## src/rtl/gpu_pkg.sv

```systemverilog
// Shared encodings for the GPU core: scheduler states, LSU states and
// register-file input mux selects.
package gpu_pkg;

    localparam logic [2:0] CORE_IDLE    = 3'b000;
    localparam logic [2:0] CORE_FETCH   = 3'b001;
    localparam logic [2:0] CORE_DECODE  = 3'b010;
    localparam logic [2:0] CORE_REQUEST = 3'b011;
    localparam logic [2:0] CORE_WAIT    = 3'b100;
    localparam logic [2:0] CORE_EXECUTE = 3'b101;
    localparam logic [2:0] CORE_UPDATE  = 3'b110;
    localparam logic [2:0] CORE_DONE    = 3'b111;

    typedef enum logic [1:0] {
        LSU_IDLE       = 2'b00,
        LSU_REQUESTING = 2'b01,
        LSU_WAITING    = 2'b10,
        LSU_DONE       = 2'b11
    } lsu_state_e;

    localparam logic [1:0] REG_INPUT_ARITHMETIC = 2'b00;
    localparam logic [1:0] REG_INPUT_MEMORY     = 2'b01;
    localparam logic [1:0] REG_INPUT_CONSTANT   = 2'b10;
    localparam logic [1:0] REG_INPUT_MOVC       = 2'b11;

endpackage

```

## src/rtl/thread_lsu.sv

```systemverilog
// Per-thread load/store unit: turns an LDR/STR latched in REQUEST into one
// valid/ready memory transaction and holds the loaded value for UPDATE.
module thread_lsu
    import gpu_pkg::*;
#(
    parameter int DATA_BITS = 8,
    parameter int ADDR_BITS = 8
) (
    input  logic                 clk,
    input  logic                 reset,
    input  logic                 enable,
    input  logic [2:0]           core_state,
    input  logic                 decoded_mem_read_enable,
    input  logic                 decoded_mem_write_enable,
    input  logic [DATA_BITS-1:0] rs,
    input  logic [DATA_BITS-1:0] rt,
    output logic                 mem_read_valid,
    output logic [ADDR_BITS-1:0] mem_read_address,
    input  logic                 mem_read_ready,
    input  logic [DATA_BITS-1:0] mem_read_data,
    output logic                 mem_write_valid,
    output logic [ADDR_BITS-1:0] mem_write_address,
    output logic [DATA_BITS-1:0] mem_write_data,
    input  logic                 mem_write_ready,
    output logic [1:0]           lsu_state,
    output logic [DATA_BITS-1:0] lsu_out
);

    lsu_state_e           state_q, state_d;
    logic                 is_write_q, is_write_d;
    logic                 read_valid_q, read_valid_d;
    logic [ADDR_BITS-1:0] read_addr_q, read_addr_d;
    logic                 write_valid_q, write_valid_d;
    logic [ADDR_BITS-1:0] write_addr_q, write_addr_d;
    logic [DATA_BITS-1:0] write_data_q, write_data_d;
    logic [DATA_BITS-1:0] lsu_out_q, lsu_out_d;

    always_comb begin
        // NOTE: every _d defaults to its _q first, so no path leaves a
        // variable unassigned and no latch is inferred.
        state_d       = state_q;
        is_write_d    = is_write_q;
        read_valid_d  = read_valid_q;
        read_addr_d   = read_addr_q;
        write_valid_d = write_valid_q;
        write_addr_d  = write_addr_q;
        write_data_d  = write_data_q;
        lsu_out_d     = lsu_out_q;

        if (enable) begin
            unique case (state_q)
                LSU_IDLE: begin
                    if (core_state == CORE_REQUEST &&
                        (decoded_mem_read_enable || decoded_mem_write_enable)) begin
                        // Read wins when both enables are set.
                        is_write_d = decoded_mem_write_enable && !decoded_mem_read_enable;
                        state_d    = LSU_REQUESTING;
                    end
                end
                LSU_REQUESTING: begin
                    if (is_write_q) begin
                        write_valid_d = 1'b1;
                        write_addr_d  = rs[ADDR_BITS-1:0];
                        write_data_d  = rt;
                    end else begin
                        read_valid_d = 1'b1;
                        read_addr_d  = rs[ADDR_BITS-1:0];
                    end
                    state_d = LSU_WAITING;
                end
                LSU_WAITING: begin
                    if (is_write_q) begin
                        if (mem_write_ready) begin
                            write_valid_d = 1'b0;
                            state_d       = LSU_DONE;
                        end
                    end else if (mem_read_ready) begin
                        lsu_out_d    = mem_read_data;
                        read_valid_d = 1'b0;
                        state_d      = LSU_DONE;
                    end
                end
                LSU_DONE: begin
                    if (core_state == CORE_UPDATE) state_d = LSU_IDLE;
                end
                default: state_d = LSU_IDLE;
            endcase
        end
    end

    always_ff @(posedge clk) begin
        // NOTE: state registers use non-blocking assignments so every flop
        // samples the pre-edge value of every other flop.
        if (reset) begin
            state_q       <= LSU_IDLE;
            is_write_q    <= 1'b0;
            read_valid_q  <= 1'b0;
            read_addr_q   <= '0;
            write_valid_q <= 1'b0;
            write_addr_q  <= '0;
            write_data_q  <= '0;
            lsu_out_q     <= '0;
        end else begin
            state_q       <= state_d;
            is_write_q    <= is_write_d;
            read_valid_q  <= read_valid_d;
            read_addr_q   <= read_addr_d;
            write_valid_q <= write_valid_d;
            write_addr_q  <= write_addr_d;
            write_data_q  <= write_data_d;
            lsu_out_q     <= lsu_out_d;
        end
    end

    assign lsu_state         = state_q;
    assign mem_read_valid    = read_valid_q;
    assign mem_read_address  = read_addr_q;
    assign mem_write_valid   = write_valid_q;
    assign mem_write_address = write_addr_q;
    assign mem_write_data    = write_data_q;
    assign lsu_out           = lsu_out_q;

endmodule
```

## config.mk

```make
export PLATFORM = sky130hd
export DESIGN_NAME = thread_lsu
export DESIGN_NICKNAME = d
export VERILOG_FILES = /design/src/rtl/gpu_pkg.sv /design/src/rtl/thread_lsu.sv
export SDC_FILE = /design/constraint.sdc
export NUM_CORES = 1
export LEC_CHECK = 0
export BUFFER_PORTS_ARGS = -buffer_cell sky130_fd_sc_hd__buf_2
export CAP_MARGIN = 20
export CELL_PAD_IN_SITES_DETAIL_PLACEMENT = 1
export CELL_PAD_IN_SITES_GLOBAL_PLACEMENT = 2
export CORE_ASPECT_RATIO = 0.5
export CORE_UTILIZATION = 24
export CTS_CLUSTER_DIAMETER = 30
export CTS_CLUSTER_SIZE = 16
export DETAILED_ROUTE_END_ITERATION = 16
export PLACE_DENSITY = 0.88
export SYNTH_ARGS = -nofsm -noshare
export SYNTH_HDL_FRONTEND = slang
export SYNTH_SLANG_ARGS = --single-unit
```

## constraint.sdc

```tcl
create_clock -name clk -period 1.9 [get_ports clk]
set_clock_uncertainty 0.2 [all_clocks]
set_input_delay 0.285 -clock clk [delete_from_list [all_inputs] [get_ports clk]]
set_output_delay 0.285 -clock clk [all_outputs]
set_load 0.005 [all_outputs]
```

==> results of run 1 <==
how the worst min path moves through the flow:
stage | from | end
after CTS | decoded_mem_read_enable | is_write_q
after global routing | decoded_mem_read_enable | is_write_q
after global placement | mem_write_data[1] | mem_write_data[1]
final | decoded_mem_read_enable | is_write_q
after floorplan | decoded_mem_read_enable | is_write_q
after detailed placement | mem_write_data[2] | mem_write_data[2]
per-stage QoR:
step | cell area, um2 | hold WS [ns] | cells | power (uW) | worst slack [ns]
6_report | 2040 | 0.00622 | 324 | 1740 | 0.181
5_1_grt | 2040 | 0.0169 | 324 | 1820 | 0.0640
4_1_cts | 2040 | 0.00257 | 324 | 1760 | 0.0715
3_5_place_dp | 1900 | 0.249 | 317 | 945 | 0.105
3_3_place_gp | 1900 | 0.240 | 317 | 941 | 0.192
2_1_floorplan | 1470 | 0.182 | 182 | 871 | 0.222
routing by layer:
layer  wire, um  part of all wire [%]  vias to the layer above
met5          0                     0                        -
met2       2100                    49                       23
met4         33                  0.77                        0
li1           -                     -                      744
met3        182                   4.2                        5
met1       1990                    46                      669
final cells by class:
class / count / area share (%)
clock buffer: 7 / 6.98
multi-input combinational: 131 / 32.9
sequential: 37 / 36.3
timing repair buffer: 72 / 18.6
inverter: 4 / 0.735
tap: 73 / 4.47
placed cells by master, fill, tap and decap left out, drive strengths merged, types with 2 or more instances in the layout:
cell type / synthesis / final
buf: 5 / 72
nand2: 61 / 61
a21oi: 37 / 37
dfxtp: 37 / 37
nand3: 11 / 11
clkbuf: 5 / 7
ha: 5 / 5
inv: 4 / 4
nor2: 3 / 3
nand3b: 2 / 2
a211oi: 2 / 2
and3: 2 / 2
what timing repair did:
action                                  4_1_cts  5_1_grt
resized for setup                             0        1
hold buffers                                  0        0
endpoints found under the hold margin         0        0
setup buffers                                 0        0
endpoints found under the setup margin        0        2
kinds of logic (layout without fill, tap and decap cells):
| kind of cell | after synthesis | count (layout) | share of synthesized area [%] |
|---|---|---|---|
| AOI/OAI and AO/OA | 44 | 44 | 17.6 |
| adders and majority gates | 5 | 5 | 4.26 |
| buffers and inverters | 14 | 83 | 3.92 |
| DFF | 37 | 37 | 50.4 |
| muxes | 1 | 1 | 0.681 |
| and+or+nand+nor | 81 | 81 | 23.1 |
state kept, by name, indices dropped and copies added, names as in the netlist:
signal and count:
mem_read_valid 1, is_write_q 1, mem_write_data 8, mem_read_address 8, lsu_out 8, mem_write_valid 1, lsu_state 2, mem_write_address 8
where the power goes:
part	switching [uW]	leakage [uW]	total (uW)	internal, uW
clock	293	0.0000700	808	515
sequential	9.03	0.000298	797	788
combinational	72.2	0.000521	131	59.1
total	375	0.000889	1740	1360
worst reg2reg max path: cells and delay by family (launching register included):
family,cells,cell delay [ns]
AOI/OAI and AO/OA,3,0.67
DFF,1,0.40
adders and majority gates,1,0.24
buffers and inverters,1,0.11
==> out/results.txt, run 1 <==
outcome: completed
list of most frequent post-synthesis cells: 61 x nand2_1, 37 x a21oi_1, 37 x dfxtp_1, 11 x nand3_1
first-pass GRT wire length: 7070 um
Critical Path Start: lsu_state[0]
cell count after synthesis: 182
DR pass1 iterations: 4
RSZ-0062 raised after global routing: no
busiest metal layer after global routing: met2
Placeable Area: 5680 um2
Synth area leaders: dfxtp_1 50%, nand2_1 16%, a21oi_1 13%, ha_1 4.3%, nand3_1 3.7%
met3 Track Usage GR: 3.72%
Die Area: 6460 um2
antenna viol nets, final: 0
maximum fanout along the worst path: 6
WL per Instance: 13.3 um
die width: 113 um
gr usage total: 14.0%
top-area cell type share of the netlist area: 50.4%
Layout Nets: 290
critical path, cell by cell: inv_1 -> ha_2 -> a221oi_4 -> a211oi_1 -> a41o_2
DR iter-0 viols: 63
Hold Crit Class: primary input to register
CTS tree: built
# Max-Cap Violations: 0
Multi-input gate area: 673 um2
register area: 741 um2
total CTS buffers: 5
WP depth: 5
met1 Use GR: 16.7%
fin crit period: 1.72 ns
Synth area leader: dfxtp_1
critical setup path kind: register to register
CP endpoint: lsu_state[1]
WP data arrival: 1.69 ns
worst slew pin tran: 0.452 ns
share of flip-flops with an asynchronous set or reset: 0%
Crit-path slowest cell: dfxtp_1
initial antenna violation count: 0
Routed WL: 4300 um
sequential-to-total area share from yosys stat: 50.4%
syn nets: 221
I/O Buffers: 69
Final Hold Vio Count: 0
DR DRC count: 0
ys flop type: dfxtp_1
reg2reg end: lsu_state[1]
Distinct cells, synth: 22
leakage: 0.000889 uW
top-count cell post-synth: nand2_1
GR Layer Usage met2: 25.0%
Ports: 70
GRT Residual Overflow: 0
Max H-tree Level: 2
VDD IR max: 0.340 mV
DR vias/cell: 4.45
largest net degree at the start of global routing: 21
post-detail-place hpwl: 3120 um
Synth Warn #: 0
FF+latch count, synth: 37
Synth Cell Area: 1470 um2
r2r setup slk: 0.18 ns
Max Fclk: 0.582 GHz
CTS max path bufs: 2
CP delay by family, top: compound AO/OA/AOI/OAI gates
FP Rows: 19
FILL cells: 695
fin. max-slew vios: 0
critical path required time: 1.87 ns
Starting Density: 25.9%
setup violators final: 0
slew margin rel.: 69.6%
Post-synth EDFFs: 0
vias in the first global route: 1483
Crit path buffers/inverters: 1
R2R depth: 5
CTS root buf: clkbuf_16
CTS clock-pin slew for the worst setup and hold paths: 0.05 ns
WHS Path Cells: 2
GPL Wtd Cong: 0.673
diode count: 0
CP peak stage delay: 0.40 ns
routed via count: 1441
Crit. End Element: register
layout cells sized above 1: 33.5%
Setup TNS: 0 ns
area delta synth->final: 39.1%
Post-Route Utilization: 36.0%
fin crit share: 90.5%
Die H: 57.3 um
R2R Path Start: lsu_state[0]
Worst-Skew Late Latency: 0.27 ns
Synth Area per Inst: 8.07 um2
Cell Pwr Density: 850 nW/um2
Startpoint Class: register
clock sink count: 37
(Power assumes the default switching activity.)
==> run 2, diff against run 1 <==
- CELL_PAD_IN_SITES_DETAIL_PLACEMENT: 1 -> 2
==> run 2 against run 1 <==
Compared with the run above:
- flip-flop and latch count is the same
- critical endpoint is now mem_read_valid
- register-to-register slack worse by 0.03 ns
- final area increased by 0.92%
- highest routed layer unchanged
- first-iteration DRC count fell by 44%
==> out/results.txt, run 2 (synthesis gave the netlist of run 1 again) <==
outcome: completed
most frequent cells in the layout: 69 x buf_2, 60 x nand2_1, 37 x a21oi_1
Crit-path slowest cell: dfxtp_1
antenna viol nets, final: 0
Crit. End Element: register
largest net degree at the start of global routing: 21
Routed WL: 5830 um
worst slew pin tran: 0.540 ns
setup violators final: 0
Cell Pwr Density: 888 nW/um2
Ports: 70
Die Area: 6460 um2
CTS max path bufs: 2
R2R Path Start: lsu_state[1]
Crit path buffers/inverters: 2
GPL Wtd Cong: 0.673
Worst Hold Slack: 0.0166 ns
CTS tree: built
met1 Use GR: 22.3%
gr usage total: 19.4%
Max H-tree Level: 2
GRT Residual Overflow: 0
maximum fanout along the worst path: 10
fin. max-slew vios: 0
routed via count: 1553
CTS root buf: clkbuf_16
fin crit period: 1.75 ns
FILL cells: 659
DR DRC count: 0
leakage: 0.000901 uW
setup bufs post-CTS: 0
layout cells sized above 1: 34.9%
die width: 113 um
total CTS buffers: 5
CTS clock-pin slew for the worst setup and hold paths: 0.06 ns
Post-Route Utilization: 36.3%
met3 Track Usage GR: 4.78%
Hold Startpoint: decoded_mem_read_enable
initial antenna violation count: 0
busiest metal layer after global routing: met2
DR iter-0 viols: 35
CP dominant cell by count: a21oi_1
DR vias/cell: 4.78
critical path required time: 1.91 ns
diode count: 0
WL per Instance: 17.9 um
Worst-Skew Late Latency: 0.28 ns
GR Layer Usage met2: 34.5%
critical path, cell by cell: inv_1 -> ha_1 -> buf_4 -> a21oi_1 -> or2_2 -> a21oi_1
FP Rows: 19
Die H: 57.3 um
fin crit share: 92.3%
WP data arrival: 1.76 ns
Final Hold Vio Count: 0
Setup TNS: 0 ns
Layout Nets: 290
critical setup path kind: register to register
Critical Path Start: lsu_state[1]
# Max-Cap Violations: 0
commonest non-fill, non-tap cell in the layout: buf_2
post-detail-place hpwl: 3880 um
slew margin rel.: 63.6%
I/O Buffers: 69
vias in the first global route: 1731
area delta synth->final: 40.4%
VDD IR max: 0.277 mV
Max Fclk: 0.570 GHz
Starting Density: 25.9%
Placeable Area: 5680 um2
CP peak stage delay: 0.35 ns
RSZ-0062 raised after global routing: no
Startpoint Class: register
CP delay by family, top: flip-flops
Hold Crit Class: primary input to register
DR pass1 iterations: 4
clock sink count: 37
first-pass GRT wire length: 9310 um
run 2: worst reg2reg max path, delay by kind of cell (launching register included):
family	cells	cell delay, ns
simple gates	1	0.29
flops	1	0.35
buf+inv	2	0.35
fa+ha+maj	1	0.24
compound gates	2	0.24
run 2: layout make-up:
cell class / instances / area [um2] / share of cell area [%]
timing repair buffer: 72 / 380 / 18.4
multi-input combinational: 131 / 676 / 32.8
clock inverter: 1 / 5.00 / 0.243
tap: 73 / 91.3 / 4.43
clock buffer: 7 / 153 / 7.40
sequential: 37 / 742 / 36.0
inverter: 4 / 15.0 / 0.728
run 2: timing repair:
item                                    4_1_cts  5_1_grt
hold buffers                                  0        0
resized for setup                             1        2
endpoints found under the setup margin        1        6
pin swaps                                     0        1
run 2: final timing paths:
| kind | to | slack (ns) | cells past startpoint |
|---|---|---|---|
| worst max-delay path | mem_read_valid | 0.15 | 6 |
| worst min-delay path | is_write_q | 0.02 | 2 |
| worst max register to register | mem_read_valid | 0.15 | 6 |
| worst min register to register | mem_write_address[5] | 0.26 | 2 |
run 2: per-layer routing:
metal  part of all wire, %  routed length [um]
met1                    42                2450
met4                   2.3                 136
met2                    51                3000
met5                     0                   0
met3                   4.1                 238
run 2: through the flow:
stage | instances | cell area [um2] | power [uW] | setup WS [ns]
after floorplan | 182 | 1470 | 871 | 0.222
after global placement | 317 | 1900 | 941 | 0.192
after detailed placement | 317 | 1900 | 951 | -0.0105
after CTS | 325 | 2060 | 1850 | 0.0155
after global routing | 325 | 2060 | 1890 | 0.0160
final | 325 | 2060 | 1830 | 0.147
run 2: report_power, final:
group	internal [uW]	leakage, uW	switching (uW)	total, uW
Clock	556	0.0000799	334	890
Sequential	788	0.000299	10.9	799
Combinational	59.6	0.000522	83.0	143
